### src/rtl/button_event_decoder_pkg.sv
// Shared definitions for the button event decoder: state encodings,
// default 27 MHz timing constants and the counter width helper.
package button_event_pkg;

   typedef enum logic [2:0] {
      LOCK   = 3'd0,
      IDLE   = 3'd1,
      PRESS1 = 3'd2,
      LONG   = 3'd3,
      WAIT2  = 3'd4,
      PRESS2 = 3'd5
   } state_e;

   localparam int unsigned DEF_LONG_CYCLES   = 13500000;  // 500 ms
   localparam int unsigned DEF_REPEAT_CYCLES = 2700000;   // 100 ms
   localparam int unsigned DEF_DCLICK_CYCLES = 6750000;   // 250 ms

   // Width that holds count values up to the largest timeout minus one.
   function automatic int unsigned cnt_width(input int unsigned a,
                                             input int unsigned b,
                                             input int unsigned c);
      int unsigned m;
      int unsigned w;
      m = a;
      if (b > m) m = b;
      if (c > m) m = c;
      w = $clog2(m);
      if (w < 1) w = 1;
      return w;
   endfunction

endpackage

### src/rtl/button_event_decoder_if.sv
// Debounced button level in, event pulses and held level out.
interface button_event_decoder_if;
   logic btn_level;
   logic press_pulse;
   logic release_pulse;
   logic click;
   logic double_click;
   logic long_press;
   logic repeat_pulse;
   logic held;

   modport master (
      output btn_level,
      input  press_pulse, release_pulse, click, double_click,
             long_press, repeat_pulse, held
   );

   modport slave (
      input  btn_level,
      output press_pulse, release_pulse, click, double_click,
             long_press, repeat_pulse, held
   );
endinterface

### src/rtl/btn_event_timer.sv
// Shared dwell counter: cleared on request, otherwise counts while run is high.
module btn_event_timer #(
   parameter int unsigned WIDTH = 8
) (
   input  logic             clk,
   input  logic             rst,
   input  logic             clear,
   input  logic             run,
   output logic [WIDTH-1:0] count
);

   logic [WIDTH-1:0] count_q;

   // Count register: clear has priority over increment.
   always_ff @(posedge clk) begin
      if (rst || clear) begin
         count_q <= '0;
      end else if (run) begin
         count_q <= count_q + WIDTH'(1);
      end
   end

   assign count = count_q;

endmodule

### src/rtl/button_event_decoder.sv
// Turns the debounced button level into registered one-cycle event pulses
// (press, release, click, double-click, long-press, auto-repeat) plus a held level.
module button_event_decoder
   import button_event_pkg::*;
#(
   parameter int unsigned LONG_CYCLES   = DEF_LONG_CYCLES,
   parameter int unsigned REPEAT_CYCLES = DEF_REPEAT_CYCLES,
   parameter int unsigned DCLICK_CYCLES = DEF_DCLICK_CYCLES
) (
   input  logic                   clk,
   input  logic                   rst,
   button_event_decoder_if.slave  bus
);

   localparam int unsigned CW = cnt_width(LONG_CYCLES, REPEAT_CYCLES, DCLICK_CYCLES);
   localparam logic [CW-1:0] LONG_LAST   = CW'(LONG_CYCLES - 1);
   localparam logic [CW-1:0] REPEAT_LAST = CW'(REPEAT_CYCLES - 1);
   localparam logic [CW-1:0] DCLICK_LAST = CW'(DCLICK_CYCLES - 1);

   state_e        state_q, state_d;
   logic [CW-1:0] count;
   logic          tmr_clear, tmr_run;
   logic          clear_d;
   logic          press_d, release_d, click_d, dbl_d, long_d, rep_d, held_d;
   logic          press_q, release_q, click_q, dbl_q, long_q, rep_q, held_q;

   btn_event_timer #(.WIDTH(CW)) u_timer (
      .clk   (clk),
      .rst   (rst),
      .clear (tmr_clear),
      .run   (tmr_run),
      .count (count)
   );

   // Next state and event decode; release/press take priority over timeouts.
   always_comb begin
      state_d   = state_q;
      clear_d   = 1'b0;
      tmr_run   = 1'b0;
      press_d   = 1'b0;
      release_d = 1'b0;
      click_d   = 1'b0;
      dbl_d     = 1'b0;
      long_d    = 1'b0;
      rep_d     = 1'b0;
      case (state_q)
         LOCK: begin
            if (!bus.btn_level) state_d = IDLE;
         end
         IDLE: begin
            if (bus.btn_level) begin
               state_d = PRESS1;
               press_d = 1'b1;
            end
         end
         PRESS1: begin
            tmr_run = 1'b1;
            if (!bus.btn_level) begin
               state_d   = WAIT2;
               release_d = 1'b1;
            end else if (count == LONG_LAST) begin
               state_d = LONG;
               long_d  = 1'b1;
            end
         end
         LONG: begin
            tmr_run = 1'b1;
            if (!bus.btn_level) begin
               state_d   = IDLE;
               release_d = 1'b1;
            end else if (count == REPEAT_LAST) begin
               clear_d = 1'b1;
               rep_d   = 1'b1;
            end
         end
         WAIT2: begin
            tmr_run = 1'b1;
            if (bus.btn_level) begin
               state_d = PRESS2;
               press_d = 1'b1;
               dbl_d   = 1'b1;
            end else if (count == DCLICK_LAST) begin
               state_d = IDLE;
               click_d = 1'b1;
            end
         end
         PRESS2: begin
            if (!bus.btn_level) begin
               state_d   = IDLE;
               release_d = 1'b1;
            end
         end
         default: state_d = LOCK;
      endcase
      tmr_clear = clear_d || (state_d != state_q);
      held_d    = (state_d == PRESS1) || (state_d == LONG) || (state_d == PRESS2);
   end

   // State and registered outputs; reset drops any event in flight.
   always_ff @(posedge clk) begin
      if (rst) begin
         state_q   <= LOCK;
         press_q   <= 1'b0;
         release_q <= 1'b0;
         click_q   <= 1'b0;
         dbl_q     <= 1'b0;
         long_q    <= 1'b0;
         rep_q     <= 1'b0;
         held_q    <= 1'b0;
      end else begin
         state_q   <= state_d;
         press_q   <= press_d;
         release_q <= release_d;
         click_q   <= click_d;
         dbl_q     <= dbl_d;
         long_q    <= long_d;
         rep_q     <= rep_d;
         held_q    <= held_d;
      end
   end

   assign bus.press_pulse   = press_q;
   assign bus.release_pulse = release_q;
   assign bus.click         = click_q;
   assign bus.double_click  = dbl_q;
   assign bus.long_press    = long_q;
   assign bus.repeat_pulse  = rep_q;
   assign bus.held          = held_q;

endmodule

### src/flat_wrapper.sv
// flat-port wrapper written by rule: the top's interface ports become plain ports
module button_event_decoder_flat import button_event_pkg::*;
#(
   parameter int unsigned LONG_CYCLES   = DEF_LONG_CYCLES,
   parameter int unsigned REPEAT_CYCLES = DEF_REPEAT_CYCLES,
   parameter int unsigned DCLICK_CYCLES = DEF_DCLICK_CYCLES
)
  (clk, rst, bus_btn_level, bus_press_pulse, bus_release_pulse, bus_click, bus_double_click, bus_long_press, bus_repeat_pulse, bus_held);
  button_event_decoder_if bus_i ();
  input  logic clk;
  input  logic rst;
  input wire logic [$bits(bus_i.btn_level)-1:0] bus_btn_level;
  output wire logic [$bits(bus_i.press_pulse)-1:0] bus_press_pulse;
  output wire logic [$bits(bus_i.release_pulse)-1:0] bus_release_pulse;
  output wire logic [$bits(bus_i.click)-1:0] bus_click;
  output wire logic [$bits(bus_i.double_click)-1:0] bus_double_click;
  output wire logic [$bits(bus_i.long_press)-1:0] bus_long_press;
  output wire logic [$bits(bus_i.repeat_pulse)-1:0] bus_repeat_pulse;
  output wire logic [$bits(bus_i.held)-1:0] bus_held;
  assign bus_i.btn_level = bus_btn_level;
  assign bus_press_pulse = bus_i.press_pulse;
  assign bus_release_pulse = bus_i.release_pulse;
  assign bus_click = bus_i.click;
  assign bus_double_click = bus_i.double_click;
  assign bus_long_press = bus_i.long_press;
  assign bus_repeat_pulse = bus_i.repeat_pulse;
  assign bus_held = bus_i.held;
  button_event_decoder #(.LONG_CYCLES(LONG_CYCLES), .REPEAT_CYCLES(REPEAT_CYCLES), .DCLICK_CYCLES(DCLICK_CYCLES)) u_core (.clk(clk), .rst(rst), .bus(bus_i));
endmodule
### config.mk
export PLATFORM = sky130hd
export DESIGN_NAME = button_event_decoder_flat
export DESIGN_NICKNAME = d
export VERILOG_FILES = /design/src/rtl/button_event_decoder_pkg.sv /design/src/rtl/button_event_decoder_if.sv /design/src/rtl/btn_event_timer.sv /design/src/rtl/button_event_decoder.sv /design/src/flat_wrapper.sv
export SDC_FILE = /design/constraint.sdc
export NUM_CORES = 1
export LEC_CHECK = 0
export BUFFER_PORTS_ARGS = -buffer_cell sky130_fd_sc_hd__buf_2
export CAP_MARGIN = 30
export CORE_ASPECT_RATIO = 2
export CORE_MARGIN = 2
export CORE_UTILIZATION = 45
export DETAILED_ROUTE_END_ITERATION = 7
export SETUP_SLACK_MARGIN = 0.15
export SLEW_MARGIN = 20
export SYNTH_ARGS = -nofsm -noshare
export SYNTH_HDL_FRONTEND = slang
export SYNTH_SLANG_ARGS = --single-unit
### constraint.sdc
create_clock -name clk -period 5.3 [get_ports clk]
set_clock_uncertainty 0.15 [all_clocks]
set_input_delay 1.06 -clock clk [delete_from_list [all_inputs] [get_ports clk]]
set_output_delay 1.06 -clock clk [all_outputs]
set_load 0.005 [all_outputs]
After elaboration in Yosys (flattened, before gate mapping) --
Index checks and enable logic that the tools add are counted.
Operators by class: mux-type cells 15, reduce and logical (&&, ||, !) cells 14, bitwise gates (word level) 5, add/subtract/negate cells 1, eq/ne operators 12
Operators by type and width (count):
- adder 24 x 1 -> 24 bit (second input constant) | 1
- equality test 24 x 22 -> 1 bit (second input constant) | 1
- equality test 24 x 23 -> 1 bit (second input constant) | 1
- equality test 24 bit (second input constant) | 1
- 2-to-1 mux 3 bit | 6
- OR reduction 3 bit | 5
- equality test 3 x 2 -> 1 bit (second input constant) | 4
- case mux 3 bit (4 select lines) | 1
- equality test 3 bit (second input constant) | 3
- 2-to-1 mux 1 bit | 8
- OR reduction 2 bit | 4
- NOT 1 bit | 5
- logical OR 1 bit | 4
- equality test 3 x 1 -> 1 bit (second input constant) | 1
- logical NOT 3 bit | 1
- inequality test 3 bit | 1
Word-level totals: input bits 3, flip-flop bits (word level) 34, logic and storage cells 56, output and inout port bits 7

Longest topological paths before layout --
word-level depth 7, depth in mapped cells 8, gate-level depth less buffers 6

Cells and area by module --
A second synthesis with hierarchy kept.
Second synthesis, totals: cell total of the unflattened synthesis 193, area, all modules 1672.9 um2
Modules (own cells, without submodules):
- btn_event_timer | sequential area each 480.5 um2, times used 1, cells an instance 125, area each 1112.3 um2
- button_event_decoder | sequential area each 200.2 um2, times used 1, cells an instance 68, area each 560.5 um2

Least setup slack after synthesis --
No wires, ideal clock.
path kind in2reg, from input bus_btn_level, to register u_core.u_timer.count_q[14], in the netlist u_core.u_timer.count[14], buffers on the path 2, stages 7, arrival 2.583 ns, data required time 5.034 ns, setup slack 2.451 ns, library setup time 0.116 ns, path through buf_4 or4b_1 or3_1 o211a_1 o21ai_2 buf_6 nor3_1
On the way: cells in the longest elaborated chain, start to end 5, elaborated cells on any way between the ends 10, those cells by class eq/ne (1); mux (7); reduce/logical (2)
Ends and longest elaborated chain:
- from (decl) | line flat_wrapper.sv:12 | input wire logic [$bits(bus_i.btn_level)-1:0] bus_btn_level;
- 2-to-1 mux 3 bit, on equally long branches
- case mux 3 bit (4 select lines) | line button_event_decoder.sv:46 | case (state_q)
- inequality test 3 bit | line button_event_decoder.sv:95 | tmr_clear = clear_d || (state_d != state_q);
- logical OR 1 bit * | line button_event_decoder.sv:95
- logical OR 1 bit * | line btn_event_timer.sv:16 | if (rst || clear) begin
- to (signal assigned) | line btn_event_timer.sv:19 | count_q <= count_q + WIDTH'(1);
- to (decl) | line btn_event_timer.sv:12 | logic [WIDTH-1:0] count_q;
Mark *: on every way between the ends. The rest lies on a longest branch, timed or not. A chain may end at the register's enable or synchronous reset.

Worst setup path after layout --
from input bus_btn_level, to register u_core.u_timer.count_q[10], in the netlist u_core.u_timer.count[10]
Same word-level chain as after synthesis.

==> flow_summary.ini <==
[worst_setup_path]
worst_setup_path_start_kind = input pin
cpLargestDelayFamily = simple AND/OR/NAND/NOR gates
crit_chain = buf_2 -> or4b_1 -> nor3_1 -> nand4_1 -> a31oi_4 -> nor3_1
worstPathMaxFanout = 24
worstSetupPathType = input pin to flop
crit_path_end_kind = flop
cp.required_ps = 5290
crit_path_max_incr_delay_ps = 670
worst_path_max_delay_cell = a31oi_4
critPathArrivalTime_ps = 2910
worst-r2r-setup-slack_ps = 2640
crit_top_cell = nor3_1
crit_buf_inv = 1

[route]
postRouteAntennaNets = 0
dr.pass1.iters = 4
wl_um = 3930
via_per_inst = 5.79
drt_iter0_markers = 60
num_vias = 1482
route.detailed.drc = 0
routedWlPerCell_um = 15.4

[pwr]
total_leakage_power_nw = 0.566
p_per_area_nw_per_um2 = 261
ir_drop_mv = 0.187

[cts]
cts_resized = 0
clock_sinks = 34
cts_buffer_depth = 2
numCtsBuffers = 5
ctsHoldBuffers = 0
htreeDepth = 2
cts_setup_buffers = 0
clk_latency_ps = 280
clock-root-buffer = clkbuf_8
clkTransAtPathRegs_ps = 70
cts_tree = built

[logic_synthesis]
synthArstFlopShare_pct = 0
synth_fa_ha_area_share_pct = 0.713
synth.top_cell.area_share_pct = 38.8
ys_top_cells_by_area = dfxtp_1 (39%), nor3_1 (11%), xnor2_1 (7.0%)
syn_avg_cell_area_um2 = 8.78
synth_area_um2 = 1760
yosysSeqAreaShare_pct = 38.8
synth_top_family_by_area = simple AND/OR/NAND/NOR gates
synth.area.mux_share_pct = 0.570
synth_nets = 204
synthXorXnorAreaFrac_pct = 12.0
ys_types = 44
synth-warning-count = 0
yosys.area_share.simple_pct = 32.7
synth_flop_cell = dfxtp_1
synth_top_cell_by_area = dfxtp_1
synthesis.instances = 200
synth_enable_flop_cells = 0
synth_compound_area_share_pct = 9.19
ys_ff_latch = 34

[outcome]
status = finished, final reports clean

[sta]
period_share_pct = 55.1
fin_tns_setup_ps = 0
drv_slew = 0
fin_crit_ps = 2920
setup_viol = 0
worst_pin_slew_ps = 837
fmax_mhz = 343
fin_ws_ps = 2380
hold_viol_final = 0
max_slew_margin_pct = 43.7
rsz0062_at_grt = no

[floorplan]
core_area_um2 = 3800
rows = 32
die_w_um = 48.2
top_level_ports = 10
die_area_um2 = 4450
start_util_pct = 46.2
dieHeight_um = 92.3

[placement]
preCtsSetupSlack_ps = 2020
io_buffer_count = 9
gp_congestion = 0.794
dp_hpwl_um = 2900

[cells_and_area]
multi_input_area_um2 = 968
most-common-layout-cells = nor3_1 (39), dfxtp_1 (34), nand2_1 (16)
n_antenna_cell = 0
layout_commonest_cell = nor3_1
syn2layout_area_growth_pct = 7.70
layout.nets = 208
ff_latch_area_um2 = 681
nFillCells = 384
final_layout_size_suffix_gt1_share_pct = 12.2

[run]
max_cap_violations = 0

[global_routing]
grt-ovfl-total = 0
grt_use_total_pct = 20.3
antenna_found_initial = 0
grt_start_max_net_pins = 25
grt_pass1_vias = 1484
grt_pass1_wl_um = 6590

[hold_path]
hp-class = flop to flop
worst paths after layout:
check             cells after the start                startpoint                  endpoint
hold / removal                        2  u_core.u_timer.count[23]     u_core.bus.long_press
hold reg to reg                       2  u_core.u_timer.count[23]     u_core.bus.long_press
setup reg to reg                      5  u_core.u_timer.count[12]  u_core.u_timer.count[10]
setup / recovery                      6             bus_btn_level  u_core.u_timer.count[10]
worst reg2reg max path, cell delays in order (launching register included):
cell     delay [ps]
dfxtp_1         420
nand2_1          90
nor4_1          700
nand3_1         330
a31oi_4         680
nor3_1          150
layer usage:
| layer | vias up | GRT usage, % | part of all wire [%] | wire length, µm |
|---|---|---|---|---|
| li1 | 730 | - | - | - |
| met3 | 11 | 5.07 | 2.9 | 114 |
| met1 | 708 | 21.1 | 39 | 1540 |
| met2 | 33 | 35.1 | 55 | 2150 |
| met5 | - | 0 | 0 | 0 |
| met4 | 0 | 9.01 | 3.3 | 129 |
report_power, final:
part	total [mW]	internal [mW]	leakage (nW)	switching (mW)
logic	0.0367	0.0121	0.244	0.0246
clock network	0.194	0.105	0.0482	0.0896
registers	0.263	0.258	0.274	0.00459
through the flow:
step | cell area (µm²) | hold WS, ps | cells | util (%) | power, mW
after global routing | 1890 | 434 | 256 | 49.7 | 0.514
final | 1890 | 395 | 256 | 49.7 | 0.494
after detailed placement | 1780 | 395 | 247 | 46.9 | 0.303
after floorplan | 1760 | 319 | 200 | - | 0.300
after global placement | 1780 | 383 | 247 | 46.9 | 0.302
after CTS | 1880 | 410 | 255 | 49.3 | 0.499
layout make-up:
class                           count  share of cell area (%)
Timing Repair Buffer               10                    3.18
Sequential cell                    34                    36.0
Multi-Input combinational cell    146                    51.2
Clock buffer                        7                    4.57
Clock inverter                      1                   0.265
Inverter                            7                    1.39
Tap cell                           51                    3.38
logic make-up after synthesis:
group                    count (synthesis)
AND/OR/NAND/NOR                        101
flip-flops                              34
XOR/XNOR                                24
buffers and inverters                   20
AO/OA/AOI/OAI                           19
multiplexers                             1
adder cells (fa/ha/maj)                  1
registers in the layout, indices dropped and copies added, names as in the netlist:
| register | flops |
|---|---|
| u_core.bus.held | 1 |
| u_core.bus.release_pulse | 1 |
| u_core.bus.long_press | 1 |
| u_core.bus.repeat_pulse | 1 |
| u_core.u_timer.count | 24 |
| u_core.state_q | 3 |
| u_core.bus.click | 1 |
| u_core.bus.press_pulse | 1 |
| u_core.bus.double_click | 1 |
Yosys cell counts (2+ instances only):
master	number
a31oi_1	2
xnor2_1	14
buf_2	4
nand4_1	8
or4b_1	2
xor2_1	10
nor4_1	3
nor4_2	2
nand3_1	8
buf_6	2
buf_4	3
nor2_1	5
dfxtp_1	34
a21oi_1	3
inv_1	7
nand2_1	16
nand4b_1	3
nor3_1	39
or4_1	3
a211oi_1	3
nand2b_1	3
clkbuf_1	4
No activity file was read; power rests on OpenSTA's default activity.
